<file path="src/rtl/fetch_ctrl_if.sv">
// rtl/fetch_ctrl_if.sv - icache request/response handshake between fetch_ctrl and the icache
interface fetch_ctrl_if;
  logic        icache_req;
  logic [31:0] icache_addr;
  logic        icache_addr_ok;
  logic        icache_data_ok;

  modport master (
    output icache_req,
    output icache_addr,
    input  icache_addr_ok,
    input  icache_data_ok
  );

  modport slave (
    input  icache_req,
    input  icache_addr,
    output icache_addr_ok,
    output icache_data_ok
  );
endinterface

</file>
<file path="src/rtl/fetch_ctrl.sv">
// rtl/fetch_ctrl.sv - front-end fetch sequencer: next-PC arbitration, icache issue, stale-response drop
// Optional perf counters are enabled by defining FETCH_CTRL_PERF_EN.
module fetch_ctrl #(
  parameter logic [31:0] RESET_PC = 32'hbfc00000,
  parameter int          MAX_OUT  = 2,
  parameter int          CREDIT_W = 4
) (
  input  logic                clk,
  input  logic                rst,
  input  logic                exc_redirect,
  input  logic [31:0]         epc,
  input  logic                mis_redirect,
  input  logic [31:0]         mis_target,
  input  logic                bpu_valid,
  input  logic [31:0]         bpu_target,
  input  logic [CREDIT_W-1:0] ibuf_credit,
  fetch_ctrl_if.master        ic,
  output logic                resp_valid,
  output logic [31:0]         resp_pc,
`ifdef FETCH_CTRL_PERF_EN
  output logic [31:0]         perf_issued,
  output logic [31:0]         perf_dropped,
  output logic [31:0]         perf_redirects,
  output logic [31:0]         perf_stall_credit,
`endif
  output logic [31:0]         fetch_pc
);

  typedef enum logic {IDLE, REQ} state_t;

  localparam logic [1:0] MAX_O = 2'(MAX_OUT);

  state_t      state, state_next;
  logic [1:0]  outstanding, out_after_ret, out_next;
  logic [1:0]  drop_cnt, drop_base, drop_next;
  logic        pend_valid, pend_exc;
  logic [31:0] pend_target, pc_next, redirect_target;
  logic        redirect, accept, retire, drop_resp;
  logic [31:0] pc_fifo [4];
  logic [1:0]  wr_ptr, rd_ptr;

  function automatic logic can_issue(input logic [1:0] o, input logic [CREDIT_W-1:0] credit,
                                     input logic redir);
    return (o < MAX_O) && (credit > CREDIT_W'(o)) && !redir;
  endfunction

  function automatic logic [1:0] bump(input logic [1:0] p);
    return (p == MAX_O - 2'd1) ? 2'd0 : p + 2'd1;
  endfunction

  assign redirect        = exc_redirect | mis_redirect;
  assign redirect_target = exc_redirect ? epc : mis_target;
  assign accept          = (state == REQ) && ic.icache_addr_ok;
  assign retire          = ic.icache_data_ok && (outstanding != 2'd0);
  assign drop_resp       = retire && (drop_cnt != 2'd0);
  assign out_after_ret   = outstanding - {1'b0, retire};
  assign out_next        = out_after_ret + {1'b0, accept};
  assign drop_base       = drop_cnt - {1'b0, drop_resp};

  always_ff @(posedge clk) begin
    if (rst) state <= IDLE;
    else     state <= state_next;
  end

  always_comb begin
    state_next = state;
    case (state)
      IDLE: if (can_issue(outstanding, ibuf_credit, redirect)) state_next = REQ;
      REQ:  if (accept) state_next = can_issue(out_next, ibuf_credit, redirect) ? REQ : IDLE;
      default: state_next = IDLE;
    endcase
  end

  always_comb begin
    ic.icache_req  = (state == REQ);
    ic.icache_addr = fetch_pc;
    resp_valid     = retire && (drop_cnt == 2'd0);
    resp_pc        = pc_fifo[rd_ptr];
  end

  // A redirect turns every in-flight request stale, plus one being accepted this cycle.
  always_comb begin
    drop_next = drop_base;
    if (redirect)                  drop_next = out_after_ret + {1'b0, accept};
    else if (accept && pend_valid) drop_next = drop_base + 2'd1;
  end

  // While a request is held in REQ its address must not move, so redirects wait in pend_*.
  always_comb begin
    pc_next = fetch_pc;
    if (redirect && (state == IDLE || accept)) pc_next = redirect_target;
    else if (accept) begin
      if (pend_valid)     pc_next = pend_target;
      else if (bpu_valid) pc_next = bpu_target;
      else                pc_next = fetch_pc + 32'd8;
    end
  end

  always_ff @(posedge clk) begin
    if (rst) begin
      fetch_pc    <= RESET_PC;
      outstanding <= 2'd0;
      drop_cnt    <= 2'd0;
      pend_valid  <= 1'b0;
      pend_exc    <= 1'b0;
      pend_target <= 32'd0;
      wr_ptr      <= 2'd0;
      rd_ptr      <= 2'd0;
    end else begin
      fetch_pc    <= pc_next;
      outstanding <= out_next;
      drop_cnt    <= drop_next;
      if (accept) wr_ptr <= bump(wr_ptr);
      if (retire) rd_ptr <= bump(rd_ptr);
      if (accept) begin
        pend_valid <= 1'b0;
      end else if (state == REQ && redirect && (exc_redirect || !(pend_valid && pend_exc))) begin
        pend_valid  <= 1'b1;
        pend_exc    <= exc_redirect;
        pend_target <= redirect_target;
      end
    end
  end

  always_ff @(posedge clk) begin
    if (accept) pc_fifo[wr_ptr] <= fetch_pc;
  end

`ifdef FETCH_CTRL_PERF_EN
  always_ff @(posedge clk) begin
    if (rst) begin
      perf_issued       <= 32'd0;
      perf_dropped      <= 32'd0;
      perf_redirects    <= 32'd0;
      perf_stall_credit <= 32'd0;
    end else begin
      if (accept)    perf_issued    <= perf_issued + 32'd1;
      if (drop_resp) perf_dropped   <= perf_dropped + 32'd1;
      if (redirect)  perf_redirects <= perf_redirects + 32'd1;
      if (state == IDLE && outstanding < MAX_O && !redirect && ibuf_credit <= CREDIT_W'(outstanding))
        perf_stall_credit <= perf_stall_credit + 32'd1;
    end
  end
`endif

endmodule

</file>
<file path="src/flat_wrapper.sv">
// flat-port wrapper written by rule: the top's interface ports become plain ports
module fetch_ctrl_flat 
#(
  parameter logic [31:0] RESET_PC = 32'hbfc00000,
  parameter int          MAX_OUT  = 2,
  parameter int          CREDIT_W = 4
)
  (clk, rst, exc_redirect, epc, mis_redirect, mis_target, bpu_valid, bpu_target, ibuf_credit, resp_valid, resp_pc, fetch_pc, ic_icache_req, ic_icache_addr, ic_icache_addr_ok, ic_icache_data_ok);
  fetch_ctrl_if ic_i ();
  input  logic clk;
  input  logic rst;
  input  logic exc_redirect;
  input  logic [31:0] epc;
  input  logic mis_redirect;
  input  logic [31:0] mis_target;
  input  logic bpu_valid;
  input  logic [31:0] bpu_target;
  input  logic [CREDIT_W-1:0] ibuf_credit;
  output logic resp_valid;
  output logic [31:0] resp_pc;
  output logic [31:0] fetch_pc;
  output wire logic [$bits(ic_i.icache_req)-1:0] ic_icache_req;
  output wire logic [$bits(ic_i.icache_addr)-1:0] ic_icache_addr;
  input wire logic [$bits(ic_i.icache_addr_ok)-1:0] ic_icache_addr_ok;
  input wire logic [$bits(ic_i.icache_data_ok)-1:0] ic_icache_data_ok;
  assign ic_icache_req = ic_i.icache_req;
  assign ic_icache_addr = ic_i.icache_addr;
  assign ic_i.icache_addr_ok = ic_icache_addr_ok;
  assign ic_i.icache_data_ok = ic_icache_data_ok;
  fetch_ctrl #(.RESET_PC(RESET_PC), .MAX_OUT(MAX_OUT), .CREDIT_W(CREDIT_W)) u_core (.clk(clk), .rst(rst), .exc_redirect(exc_redirect), .epc(epc), .mis_redirect(mis_redirect), .mis_target(mis_target), .bpu_valid(bpu_valid), .bpu_target(bpu_target), .ibuf_credit(ibuf_credit), .ic(ic_i), .resp_valid(resp_valid), .resp_pc(resp_pc), .fetch_pc(fetch_pc));
endmodule
</file>
<file path="config.mk">
export PLATFORM = sky130hd
export DESIGN_NAME = fetch_ctrl_flat
export DESIGN_NICKNAME = d
export VERILOG_FILES = /design/src/rtl/fetch_ctrl_if.sv /design/src/rtl/fetch_ctrl.sv /design/src/flat_wrapper.sv
export SDC_FILE = /design/constraint.sdc
export NUM_CORES = 1
export LEC_CHECK = 0
export CAP_MARGIN = 10
export CORE_UTILIZATION = 40
export DETAILED_ROUTE_END_ITERATION = 6
export PLACE_DENSITY_LB_ADDON = 0.2
export SYNTH_ARGS = -nofsm -noshare
export SYNTH_HDL_FRONTEND = slang
export SYNTH_SLANG_ARGS = --single-unit
</file>
<file path="constraint.sdc">
create_clock -name clk -period 5.85 [get_ports clk]
set_clock_uncertainty 0.05 [all_clocks]
set_input_delay 1.755 -clock clk [delete_from_list [all_inputs] [get_ports clk]]
set_output_delay 1.755 -clock clk [all_outputs]
set_load 0.03 [all_outputs]
</file>
==> parameters.txt, run 1 <==
Parameter                              Value

Outcome
  Result of the run    complete, no violations

Clock tree
  Num Clock Sinks    205
  CTS Buf Count    21
  Clock root buffer    sky130_fd_sc_hd__clkbuf_16
  Clock Path Buffers    3
  H-tree levels    1
  Quantity of gates resized following cts    0
  Clock tree from TritonCTS    built
  Clock-pin transition on the worst setup and hold timing paths    60 ps
  Post CTS Setup Buffer Count    0
  Hold Buf Count CTS    0
  Worst skew pair latency    490 ps

Timing
  Final Hold Vio Count    0
  Final-layout setup total negative slack    0 ps
  Hold slack final    382 ps
  Final worst slack    818 ps
  Worst slew slack as a fraction of its limit    34.1%
  Max-slew violation count    0
  Actual transition at the worst max-transition pin    989 ps
  Setup Viol. Count Final    0
  Unrepaired setup endpoints after global routing    false
  Final critical delay including setup and external delays    5030 ps
  Share of the clock period used by the worst path    86.0%
  Max Clk Rate    199 MHz

Cells and area
  Most common cell after layout, fill and taps aside    sky130_fd_sc_hd__clkdlybuf4s50_1
  Post-route cell area    0.0121 mm²
  ANT cells    0
  Share of final-layout standard cells stronger than drive strength 1    10.5%
  Area taken by multi-input logic gates    0.00347 mm²
  Total number of nets in the final design    1,033
  Highest-count cells in the layout ignoring fill and taps    202 x sky130_fd_sc_hd__clkdlybuf4s50_1, 128 x sky130_fd_sc_hd__edfxtp_1, 74 x sky130_fd_sc_hd__dfxtp_1, 60 x sky130_fd_sc_hd__nor2_1, 48 x sky130_fd_sc_hd__nand2_1
  Area growth from synthesis to final layout    30.4%
  Sequential cell area in the final layout    0.00539 mm²
  Number of filler cells placed in the layout    1,974

Global route
  Number of global-route vias before repair    6,412
  Total track usage    20.1%
  Final global-route overflow total    0
  Initial antenna violation count    0
  Largest net degree at the start of global routing    50
  Wire length of the first global-routing pass    37,200 µm

Worst setup path
  CP max FO    3
  Crit-path cells    clkdlybuf4s50_1 > o21ai_0 > nor3_1 > clkdlybuf4s50_1
  Reg2reg path depth    7
  Slowest library cell on the worst path    sky130_fd_sc_hd__clkdlybuf4s50_1
  Critical Path Stages    4
  Crit path largest cell delay    700 ps
  Kind of cell adding the most delay to the critical path    buffers and inverters
  Most used cell, CP    sky130_fd_sc_hd__clkdlybuf4s50_1
  Required arrival time at the worst endpoint    4050 ps
  Kind of critical path    in2out
  Data arrival at the endpoint of the critical path    3230 ps
  Worst setup EP type    output pin
  Crit path launch type    input port
  Count of buffering cells on the critical path with inverters included    2

Routing
  Average routed wire per standard cell    19.7 µm
  Router iterations before antenna repair    5
  Via/cell ratio    5.52
  Total length of routed wires    24,000 µm
  Iteration-0 DRC count of the detailed router    541
  Count of vias placed by the detailed router    6,719
  Post-DRT Antenna Nets    0
  DRC violations left    0

Logic synthesis
  Register bit count reported by yosys    205
  Simple-gate share of the synthesized area    9.02%
  Main combinational cell family by area after synthesis    compound AO/OA/AOI/OAI gates
  Synthesis Warnings    0
  Largest cells by area after synthesis    sky130_fd_sc_hd__edfxtp_1 41%, sky130_fd_sc_hd__dfxtp_1 17%, sky130_fd_sc_hd__mux4_2 7.7%
  Synthesized net count    869
  Share of the synthesized area in the top cell type    41.3%
  Main flop type after synthesis    sky130_fd_sc_hd__edfxtp_1
  Cells after Synth    754
  Mux share of post-synthesis cell area    11.7%
  Number of distinct library cell variants in the gate-level netlist after synthesis    51
  Mapped cell area    0.00931 mm²
  Library cell with the largest summed area after synthesis    sky130_fd_sc_hd__edfxtp_1
  Async set-reset flop share out of synthesis    0%
  Part of the Yosys area used for sequential elements    57.9%
  Adder-Cell Fraction of Synth Area    1.08%
  Syn Area/Cell    12.3 µm²
  Xor-xnor portion of the synthesized cell area    1.69%
  Compound-gate portion of the synthesized area    13.4%
  Number of enable flip-flop cells after synthesis    128

Min path
  Hold Crit Depth    2
  Worst Hold Class    reg2reg

Power
  Internal power    2.94 mW
  Leak pwr    4.15 nW
  Clock network power share    33.4%
  Combinational share of power    24.3%
  Switching component of the power    1.22 mW
  Register share of total power    42.3%
  Power per Cell Area    342 mW/mm²
  Worst vdd rail ir drop    0.182 mV
  Switching Fraction    29.2%

Die
  Starting Density    41.0%
  Die Wd    155 µm
  DIE AREA    0.0239 mm²
  Boundary pin count    205
  Core area    0.0227 mm²
  DIE HEIGHT    155 µm
  Standard-cell rows    55

Placed design
  Detailed Place HPWL    16,200 µm
  I/O Buffers    204
  Weighted congestion reported at the end of routability-driven placement    0.788
  Placed cell areas    0.0114 mm²
  Placement Setup Slack    810 ps

Run
  Max-capacitance violation count    0
## routing by layer
metal | global-route usage (%) | share of wire, % | up-vias
met1 | 28.1 | 45 | 3247
met4 | 5.37 | 2.3 | 0
met2 | 32.6 | 46 | 236
li1 | - | - | 3203
met5 | 0 | 0 | -
met3 | 3.08 | 6.2 | 33
## flip-flops by register name, summed over array words and instances, names as in the netlist, named ones only
register,flops
u_core.drop_cnt,2
u_core.fetch_pc,32
u_core.pend_exc,1
u_core.rd_ptr,2
u_core.pend_target,32
u_core.outstanding,2
u_core.ic.icache_req,1
u_core.wr_ptr,2
u_core.pend_valid,1
u_core.pc_fifo,128
## cell families (layout without fill, tap and decap cells)
group,Yosys count,in the layout
buffers and inverters,96,274
muxes,69,69
DFF,205,205
xor gates and xnor gates,18,18
and+or+nand+nor,180,180
adders and majority gates,8,8
AOI/OAI and AO/OA,178,178
## worst reg2reg max path: cells and delay by family (launching register included)
kind,cells,cell delay [ps]
AND/OR/NAND/NOR,2,1010
buffers and inverters,2,580
AO/OA/AOI/OAI,3,790
flip-flops,1,500
## final timing paths
path                                   start                         endpoint  slack, ps
max                        ic_icache_data_ok                       resp_valid        820
min            u_core.rd_ptr[1]$_SDFFE_PP0P_                        flip-flop        380
max reg2reg  u_core.ic.icache_req$_SDFF_PP0_  u_core.fetch_pc[8]$_SDFFE_PP0P_       2830
min reg2reg    u_core.rd_ptr[1]$_SDFFE_PP0P_                        flip-flop        380
## through the flow
step,total power [mW],instances,utilization (%)
2_1_floorplan,2.42,754,-
3_3_place_gp,2.80,1180,50.3
3_5_place_dp,2.81,1180,50.3
4_1_cts,4.19,1217,53.5
5_1_grt,4.33,1217,53.5
6_report,4.16,1217,53.5
## Yosys cell counts (2+ instances only)
cell                       number
sky130_fd_sc_hd__a211oi_1      42
sky130_fd_sc_hd__a21oi_1       30
sky130_fd_sc_hd__a221o_1       12
sky130_fd_sc_hd__a221oi_1      12
sky130_fd_sc_hd__a22o_1         3
sky130_fd_sc_hd__a31oi_1        6
sky130_fd_sc_hd__a32oi_1        7
sky130_fd_sc_hd__and3_1         6
sky130_fd_sc_hd__and4_1         3
sky130_fd_sc_hd__buf_1          8
sky130_fd_sc_hd__buf_4         32
sky130_fd_sc_hd__clkbuf_1      37
sky130_fd_sc_hd__dfxtp_1       77
sky130_fd_sc_hd__edfxtp_1     128
sky130_fd_sc_hd__ha_1           8
sky130_fd_sc_hd__inv_1         17
sky130_fd_sc_hd__mux2i_1       36
sky130_fd_sc_hd__mux4_2        32
sky130_fd_sc_hd__nand2_1       48
sky130_fd_sc_hd__nand2b_1       2
sky130_fd_sc_hd__nand3_1       11
sky130_fd_sc_hd__nand4_1        3
sky130_fd_sc_hd__nor2_1        63
sky130_fd_sc_hd__nor2b_1        5
sky130_fd_sc_hd__nor3_1        25
sky130_fd_sc_hd__nor4_1         4
sky130_fd_sc_hd__o21a_1        10
sky130_fd_sc_hd__o21ai_0       32
sky130_fd_sc_hd__o311ai_0       2
sky130_fd_sc_hd__o31a_1         2
sky130_fd_sc_hd__o31ai_1       14
sky130_fd_sc_hd__or4_1          2
sky130_fd_sc_hd__xnor2_1       10
sky130_fd_sc_hd__xor2_1         8
## final cells by class
type                            count  share of cell area (%)
Sequential cell                   205                    44.4
Multi-Input combinational cell    453                    28.6
Timing Repair Buffer              219                    17.7
Clock buffer                       23                    4.39
Tap cell                          285                    2.94
Clock inverter                     14                    1.48
Inverter                           18                   0.556
## power groups by stage
stage          clock network (mW)  registers, mW  logic (mW)
4_1_cts                      1.41           1.76        1.02
6_report                     1.39           1.76        1.01
2_1_floorplan                   0           1.78       0.642
5_1_grt                      1.46           1.78        1.09
3_3_place_gp                    0           1.79        1.01
3_5_place_dp                    0           1.80        1.02
Power figures use the tool's default switching activity.
==> run 2, diff against run 1 <==
CTS_CLUSTER_DIAMETER = 200   (was default)
TNS_END_PERCENT = 20   (was default)
==> results of run 2 <==
No change in the layout: final DEF, timing and power equal those of run 1.
==> run 3, diff against run 2 <==
SLEW_MARGIN = 25   (was default)
==> results of run 3 <==
No change in the layout: final DEF, timing and power equal those of run 1.
